<file path="config.mk">
export PLATFORM = sky130hd
export DESIGN_NAME = ov7670_cfg_sequencer_flat
export DESIGN_NICKNAME = d
export VERILOG_FILES = /design/src/rtl/ov7670_cfg_sequencer_if.sv /design/src/rtl/ov7670_cfg_sequencer.sv /design/src/flat_wrapper.sv
export SDC_FILE = /design/constraint.sdc
export NUM_CORES = 1
export LEC_CHECK = 0
export CAP_MARGIN = 20
export CORE_UTILIZATION = 53
export CTS_CLUSTER_SIZE = 12
export DETAILED_ROUTE_END_ITERATION = 8
export HOLD_SLACK_MARGIN = 0.03
export PLACE_DENSITY = 0.88
export SLEW_MARGIN = 40
export SYNTH_ARGS = -nofsm -noshare
export SYNTH_HDL_FRONTEND = slang
export SYNTH_SLANG_ARGS = --single-unit
</file>
<file path="constraint.sdc">
create_clock -name clk -period 2.7 [get_ports clk]
set_input_delay 0.54 -clock clk [delete_from_list [all_inputs] [get_ports clk]]
set_output_delay 0.54 -clock clk [all_outputs]
set_load 0.02 [all_outputs]
</file>
<file path="src/rtl/ov7670_cfg_sequencer_if.sv">
// SCCB write-request channel between the OV7670 config sequencer (master) and the SCCB/I2C engine (slave).
interface ov7670_cfg_sequencer_if;
    logic       sccb_req;
    logic [7:0] sccb_addr;
    logic [7:0] sccb_data;
    logic       sccb_ack;
    logic       sccb_done;
    logic       sccb_nack;

    modport master (
        output sccb_req,
        output sccb_addr,
        output sccb_data,
        input  sccb_ack,
        input  sccb_done,
        input  sccb_nack
    );

    modport slave (
        input  sccb_req,
        input  sccb_addr,
        input  sccb_data,
        output sccb_ack,
        output sccb_done,
        output sccb_nack
    );
endinterface

</file>
<file path="src/rtl/ov7670_cfg_sequencer.sv">
// OV7670 register-config sequencer: walks the config LUT and issues one SCCB write per entry.
// Define OV_CFG_RETRY_EN to retry NACKed writes up to MAX_RETRY times before aborting.
module ov7670_cfg_sequencer #(
`ifdef OV_CFG_RETRY_EN
    parameter int unsigned MAX_RETRY    = 3,
`endif
    parameter int unsigned LUT_START    = 2,
    parameter int unsigned LUT_END      = 166,
    parameter int unsigned PWRUP_CYCLES = 1_000_000,
    parameter int unsigned GAP_CYCLES   = 5_000,
    parameter int unsigned RST_GAP      = 500_000
) (
    input  logic                   clk,
    input  logic                   rst,
    input  logic                   cfg_start,
    output logic [7:0]             lut_index,
    input  logic [15:0]            lut_data,
    ov7670_cfg_sequencer_if.master sccb,
    output logic                   cfg_busy,
    output logic                   cfg_done,
    output logic                   cfg_err
);

    localparam int unsigned WAIT_MAX = (PWRUP_CYCLES > RST_GAP) ? PWRUP_CYCLES : RST_GAP;
    localparam int unsigned CNT_W    = $clog2(WAIT_MAX) + 1;

    localparam logic [CNT_W-1:0] PWR_LAST     = CNT_W'(PWRUP_CYCLES - 1);
    localparam logic [CNT_W-1:0] GAP_LAST     = CNT_W'(GAP_CYCLES - 1);
    localparam logic [CNT_W-1:0] RST_GAP_LAST = CNT_W'(RST_GAP - 1);
    localparam logic [7:0]       IDX_FIRST    = 8'(LUT_START);
    localparam logic [7:0]       IDX_LAST     = 8'(LUT_END);

    typedef enum logic [2:0] {
        IDLE,
        PWR_WAIT,
        FETCH,
        ISSUE,
        WAIT_DONE,
        GAP,
        DONE,
        ERROR
    } state_t;

    state_t           state;
    logic [CNT_W-1:0] cnt;
    logic             done_pend;
    logic             nack_pend;
    logic             done_now;
    logic             nack_now;
    logic             soft_rst_gap;
    logic [CNT_W-1:0] gap_last;

`ifdef OV_CFG_RETRY_EN
    localparam int unsigned RETRY_W = (MAX_RETRY > 0) ? $clog2(MAX_RETRY + 1) : 1;
    localparam logic [RETRY_W-1:0] RETRY_LIMIT = RETRY_W'(MAX_RETRY);

    logic [RETRY_W-1:0] retry_cnt;
    logic               redo;
`endif

    // A done that arrived together with ack is held so WAIT_DONE still sees it.
    always_comb begin
        done_now = sccb.sccb_done | done_pend;
        nack_now = done_pend ? nack_pend : sccb.sccb_nack;
    end

    // Writing COM7 with bit 7 set soft-resets the sensor, which needs a much longer settle.
    always_comb begin
        soft_rst_gap = (sccb.sccb_addr == 8'h12) && sccb.sccb_data[7];
`ifdef OV_CFG_RETRY_EN
        if (redo) begin
            soft_rst_gap = 1'b0;
        end
`endif
        gap_last = soft_rst_gap ? RST_GAP_LAST : GAP_LAST;
    end

    always_ff @(posedge clk or posedge rst) begin
        if (rst) begin
            state          <= PWR_WAIT;
            cnt            <= '0;
            lut_index      <= IDX_FIRST;
            sccb.sccb_req  <= 1'b0;
            sccb.sccb_addr <= 8'h00;
            sccb.sccb_data <= 8'h00;
            cfg_busy       <= 1'b0;
            cfg_done       <= 1'b0;
            cfg_err        <= 1'b0;
            done_pend      <= 1'b0;
            nack_pend      <= 1'b0;
`ifdef OV_CFG_RETRY_EN
            retry_cnt      <= '0;
            redo           <= 1'b0;
`endif
        end else begin
            case (state)
                IDLE, DONE, ERROR: begin
                    if (cfg_start) begin
                        cfg_done  <= 1'b0;
                        cfg_err   <= 1'b0;
                        cfg_busy  <= 1'b1;
                        lut_index <= IDX_FIRST;
                        cnt       <= '0;
`ifdef OV_CFG_RETRY_EN
                        retry_cnt <= '0;
                        redo      <= 1'b0;
`endif
                        state     <= PWR_WAIT;
                    end
                end

                PWR_WAIT: begin
                    cfg_busy <= 1'b1;
                    if (cnt == PWR_LAST) begin
                        cnt   <= '0;
                        state <= FETCH;
                    end else begin
                        cnt <= cnt + CNT_W'(1);
                    end
                end

                FETCH: begin
                    sccb.sccb_addr <= lut_data[15:8];
                    sccb.sccb_data <= lut_data[7:0];
                    cnt            <= '0;
                    state          <= ISSUE;
                end

                ISSUE: begin
                    if (sccb.sccb_ack) begin
                        sccb.sccb_req <= 1'b0;
                        done_pend     <= sccb.sccb_done;
                        nack_pend     <= sccb.sccb_nack;
                        cnt           <= '0;
                        state         <= WAIT_DONE;
                    end else begin
                        sccb.sccb_req <= 1'b1;
                    end
                end

                WAIT_DONE: begin
                    if (done_now) begin
                        done_pend <= 1'b0;
                        nack_pend <= 1'b0;
                        cnt       <= '0;
                        if (nack_now) begin
`ifdef OV_CFG_RETRY_EN
                            if (retry_cnt < RETRY_LIMIT) begin
                                retry_cnt <= retry_cnt + RETRY_W'(1);
                                redo      <= 1'b1;
                                state     <= GAP;
                            end else begin
                                cfg_err  <= 1'b1;
                                cfg_busy <= 1'b0;
                                state    <= ERROR;
                            end
`else
                            cfg_err  <= 1'b1;
                            cfg_busy <= 1'b0;
                            state    <= ERROR;
`endif
                        end else begin
`ifdef OV_CFG_RETRY_EN
                            retry_cnt <= '0;
`endif
                            state <= GAP;
                        end
                    end
                end

                GAP: begin
                    if (cnt == gap_last) begin
                        cnt <= '0;
`ifdef OV_CFG_RETRY_EN
                        if (redo) begin
                            redo  <= 1'b0;
                            state <= FETCH;
                        end else
`endif
                        if (lut_index == IDX_LAST) begin
                            cfg_done <= 1'b1;
                            cfg_busy <= 1'b0;
                            state    <= DONE;
                        end else begin
                            lut_index <= lut_index + 8'd1;
                            state     <= FETCH;
                        end
                    end else begin
                        cnt <= cnt + CNT_W'(1);
                    end
                end

                default: begin
                    state <= IDLE;
                end
            endcase
        end
    end

`ifndef SYNTHESIS
    // The SCCB master must not accept and complete a request in the same cycle.
    ack_done_overlap: assert property (@(posedge clk) disable iff (rst)
        !(state == ISSUE && sccb.sccb_ack && sccb.sccb_done));
`endif

endmodule

</file>
<file path="src/flat_wrapper.sv">
// flat-port wrapper written by rule: the top's interface ports become plain ports
module ov7670_cfg_sequencer_flat 
#(

    parameter int unsigned LUT_START    = 2,
    parameter int unsigned LUT_END      = 166,
    parameter int unsigned PWRUP_CYCLES = 1_000_000,
    parameter int unsigned GAP_CYCLES   = 5_000,
    parameter int unsigned RST_GAP      = 500_000
)
  (clk, rst, cfg_start, lut_index, lut_data, cfg_busy, cfg_done, cfg_err, sccb_sccb_req, sccb_sccb_addr, sccb_sccb_data, sccb_sccb_ack, sccb_sccb_done, sccb_sccb_nack);
  ov7670_cfg_sequencer_if sccb_i ();
  input  logic clk;
  input  logic rst;
  input  logic cfg_start;
  output logic [7:0] lut_index;
  input  logic [15:0] lut_data;
  output logic cfg_busy;
  output logic cfg_done;
  output logic cfg_err;
  output wire logic [$bits(sccb_i.sccb_req)-1:0] sccb_sccb_req;
  output wire logic [$bits(sccb_i.sccb_addr)-1:0] sccb_sccb_addr;
  output wire logic [$bits(sccb_i.sccb_data)-1:0] sccb_sccb_data;
  input wire logic [$bits(sccb_i.sccb_ack)-1:0] sccb_sccb_ack;
  input wire logic [$bits(sccb_i.sccb_done)-1:0] sccb_sccb_done;
  input wire logic [$bits(sccb_i.sccb_nack)-1:0] sccb_sccb_nack;
  assign sccb_sccb_req = sccb_i.sccb_req;
  assign sccb_sccb_addr = sccb_i.sccb_addr;
  assign sccb_sccb_data = sccb_i.sccb_data;
  assign sccb_i.sccb_ack = sccb_sccb_ack;
  assign sccb_i.sccb_done = sccb_sccb_done;
  assign sccb_i.sccb_nack = sccb_sccb_nack;
  ov7670_cfg_sequencer #(.LUT_START(LUT_START), .LUT_END(LUT_END), .PWRUP_CYCLES(PWRUP_CYCLES), .GAP_CYCLES(GAP_CYCLES), .RST_GAP(RST_GAP)) u_core (.clk(clk), .rst(rst), .cfg_start(cfg_start), .lut_index(lut_index), .lut_data(lut_data), .sccb(sccb_i), .cfg_busy(cfg_busy), .cfg_done(cfg_done), .cfg_err(cfg_err));
endmodule
</file>
==> metrics.md <==
| Metric | Value |
|---|---|
| Status | finished clean |
| Max_slew headroom | 59.2% |
| Die height | around 78 um |
| Final cell area excluding filler cells | around 0.0037 mm2 |
| Worst hold start | u_core.cfg_done |
| Post-CTS resize count | 0 |
| Tcrit/Tclk final | 93.9% |
| Avg Cell Area, Syn | between 9 and 10 um2 |
| Core ar. | ~0.0055 mm2 |
| #FFs+latches synth | 54 |
| Unrepaired setup endpoints after global routing | false |
| Sequential Power Share | 39.3% |
| Total global routing overflow | 0 |
| Top post-synthesis cells by count | dfrtp_1, nand2_1, nor2_1, mux2_2, o22ai_1 |
| Iteration-0 DRC Markers | 176 |
| Worst-Margin Slew | ~0.6 ns |
| Die Wd | just under 80 um |
| Filler instances | 398 |
| Clock Tree Buf Depth | 2 |
| FF-to-FF path depth | 6 |
| Layout cells sized above 1 | approximately an eighth |
| Sw Share | about two fifths |
| Critical path, cell by cell | or4b_4 -> nor4_4 -> mux2i_4 -> nand2_4 -> o311a_1 -> a221o_1 |
| TritonCTS buffer count | 5 |
| Kind of critical path | flip-flop to flip-flop |
| Vias | 2,626 |
| Worst vdd ir | 0.000773 V |
| Routed wire length | just under 7000 um |
| Multi-input logic area | between 0.0015 and 0.002 mm2 |
| Crit-path slowest cell | or4b_4 |
| Cts hold-fix bufs | 0 |
| Min-Delay Path Depth | 2 |
| First-pass GRT wire length | ~12,000 um |
| Initial Util | a little under three fifths |
| Max Freq | 0.395 GHz |
| DRT Pass-1 Iters | 5 |
| Clk pwr share | ~15% |
| Worst Skew | 0.0144 ns |
| Die area | approximately 0.0060 mm2 |
| Routability cong. | between 0.8 and 0.9 |
| Register area share after synthesis | between 40% and 50% |
| Nets | 400 |
| Area growth syn-to-layout | 23.0% |
| Share of the synthesized area in the top cell type | 43.0% |
| Antenna violations before repair | 0 |
| CTS tree | yes |
| Worst path required time | 2.92 ns |
| CP startpoint kind | flip-flop |
| Routed Antenna Nets | 0 |
| Clock insertion delay at the later pin of the skew report | between 0.3 and 0.4 ns |
| Total internal power | roughly 0.0019 W |
| Post-synth cell types | between 50 and 60 |
| Tot GR Track Use | between 20% and 30% |
| Post-DP HPWL | 5040 um |
| Area contributors post-synth | dfrtp_1, mux2_2, nand2_1, nor2_1, o22ai_1 |
| Setup bufs post-CTS | 0 |
| Number of flops mapped to enable cells by yosys | 0 |
| Placement Cell Area | 0.00363 mm2 |
| Psw | ~0.0013 W |
| Post-synth top area cell | dfrtp_1 |
| Vias in the first global route | 2,506 |
| WL/cell | 15.5 um |
| Final min period | 2.53 ns |
| Final Setup Violations | 0 |
| IO Pins | 50 |
| Final Slew Violations | 0 |
| Yosys warns | 0 |
| H-tree Lvls | 2 |
| CP arrival | about 2.8 ns |
| Clock sink total | between 50 and 60 |
| Ys flop type | dfrtp_1 |
| Final design utilization | between 60% and 70% |
| Number of antenna repair diodes | 0 |
| Critical path capture point type | flip-flop |
| Hold Path Sink | u_core.cfg_done |
| Setup_tns | 0 ns |
| Comb power frac | a little under half |
| Worst r2r dst | u_core.lut_index[7] |
| Post-synthesis cell area | between 0.003 and 0.004 mm2 |
| Worst r2r src | u_core.sccb.sccb_addr[2] |
| Syn Nets | 350 |
| Storage cell area | around 0.0014 mm2 |
| Worst hold path type | flip-flop to flip-flop |
| Max cap viols | 0 |
| Residual DRC | 0 |
| Largest net degree at the start of global routing | 35 |
| Most frequent cell after synthesis | dfrtp_1 |
| Final Hold Fails | 0 |
| CP max stage delay | about 0.54 ns |
| Vias per Instance | 5.86 |
| Clock-pin slew on the worst setup and hold paths | about 0.11 ns |
| Cell Rows | 27 |
| Async SR Flop Fraction | 100% |
| Reg2Reg Setup Slack | 0.17 ns |
| Cells after Synth | around 330 |
| CTS root buffer | clkbuf_8 |
| Leak | around 1.6 nW |
| CP max FO | 6 |
| Power Dens Cells | a little under 900 mW/mm2 |
| PortBufs | a little under 50 |
## layer usage
metal  GRT usage (%)  share of wire (%)  vias up
li1                -                  -     1284
met1            32.2                 43     1269
met2            41.9                 52       67
met3            4.71                4.3        6
met4            7.17               0.91        0
met5               0                  0        -
## worst max path at each step
| stage | startpoint | to | slack [ns] | depth (start not counted) |
|---|---|---|---|---|
| finish | u_core.sccb.sccb_addr[2] | u_core.lut_index[7] | 0.17 | 6 |
| detailed placement | u_core.sccb.sccb_addr[3] | u_core.lut_index[7] | 0.19 | 6 |
| floorplan | u_core.sccb.sccb_addr[3] | u_core.lut_index[7] | 0.23 | 6 |
| global placement | u_core.sccb.sccb_addr[3] | u_core.lut_index[7] | 0.25 | 6 |
| global route | u_core.sccb.sccb_addr[3] | u_core.lut_index[3] | 0.07 | 6 |
| CTS | u_core.sccb.sccb_addr[2] | u_core.lut_index[7] | 0.16 | 6 |
## cell usage in the layout, fill, tap and decap left out, types with 2 or more instances in the layout
master / n
o21a_1: 4
nand2_1: 50
o21bai_1: 2
and2_1: 10
nor3_1: 12
and3_1: 5
o22ai_1: 15
dfstp_2: 2
nor2b_1: 12
mux2_2: 17
dfrtp_1: 52
nand4_1: 8
a221o_1: 3
inv_6: 2
o21ai_0: 10
nor4_1: 3
buf_4: 9
nand3b_1: 2
clkdlybuf4s50_1: 49
ha_1: 3
a22o_1: 2
o211ai_1: 4
inv_1: 4
nand2b_1: 3
nor4b_1: 2
nand3_1: 11
a21oi_1: 9
nor3b_1: 2
mux2i_1: 3
a31oi_1: 6
nor2_1: 25
clkbuf_8: 5
or2_1: 2
## final cells by class
class                      count  share of cell area (%)
multi-input combinational    250                    42.7
timing repair buffer          59                    15.5
tap                           72                    2.42
clock buffer                   5                    1.85
inverter                       5                   0.504
sequential                    54                    36.3
clock inverter                 3                   0.705
## sequential cells by signal (all words and copies together), names as in the netlist, 3 cells and up
name and count:
u_core.cnt 21, u_core.state 3, u_core.sccb.sccb_addr 8, u_core.lut_index 8, u_core.sccb.sccb_data 8
## critical path, delay by kind of cell, from the launching register on
kind	cells	cell delay [ns]
multiplexers	1	0.42
flip-flops	1	0.43
AO/OA/AOI/OAI	2	0.63
AND/OR/NAND/NOR	3	0.95
## power by group through the flow
stage	Clock, W	Sequential [W]	Combinational (W)
after floorplan	0	0.00138	0.000803
after global placement	0	0.00127	0.00146
after detailed placement	0	0.00129	0.00149
after CTS	0.000493	0.00128	0.00150
after global routing	0.000520	0.00132	0.00161
final	0.000484	0.00128	0.00149
## through the flow
step | power, W | hold slack (ns) | setup WS [ns] | std cells
floorplan | 0.00219 | 0.491 | 0.230 | 325
global placement | 0.00272 | 0.481 | 0.253 | 440
detailed placement | 0.00278 | 0.495 | 0.194 | 440
CTS | 0.00327 | 0.521 | 0.163 | 448
global route | 0.00345 | 0.546 | 0.0742 | 448
finish | 0.00326 | 0.515 | 0.165 | 448
## cell families (layout without fill, tap and decap cells)
group | after synthesis | after routing | synth area share (%)
simple gates | 157 | 157 | 27.1
compound gates | 69 | 69 | 15.8
flops | 54 | 54 | 44.7
mux | 21 | 21 | 8.05
buf+inv | 21 | 72 | 3.06
fa+ha+maj | 3 | 3 | 1.24
Power figures use the tool's default switching activity.
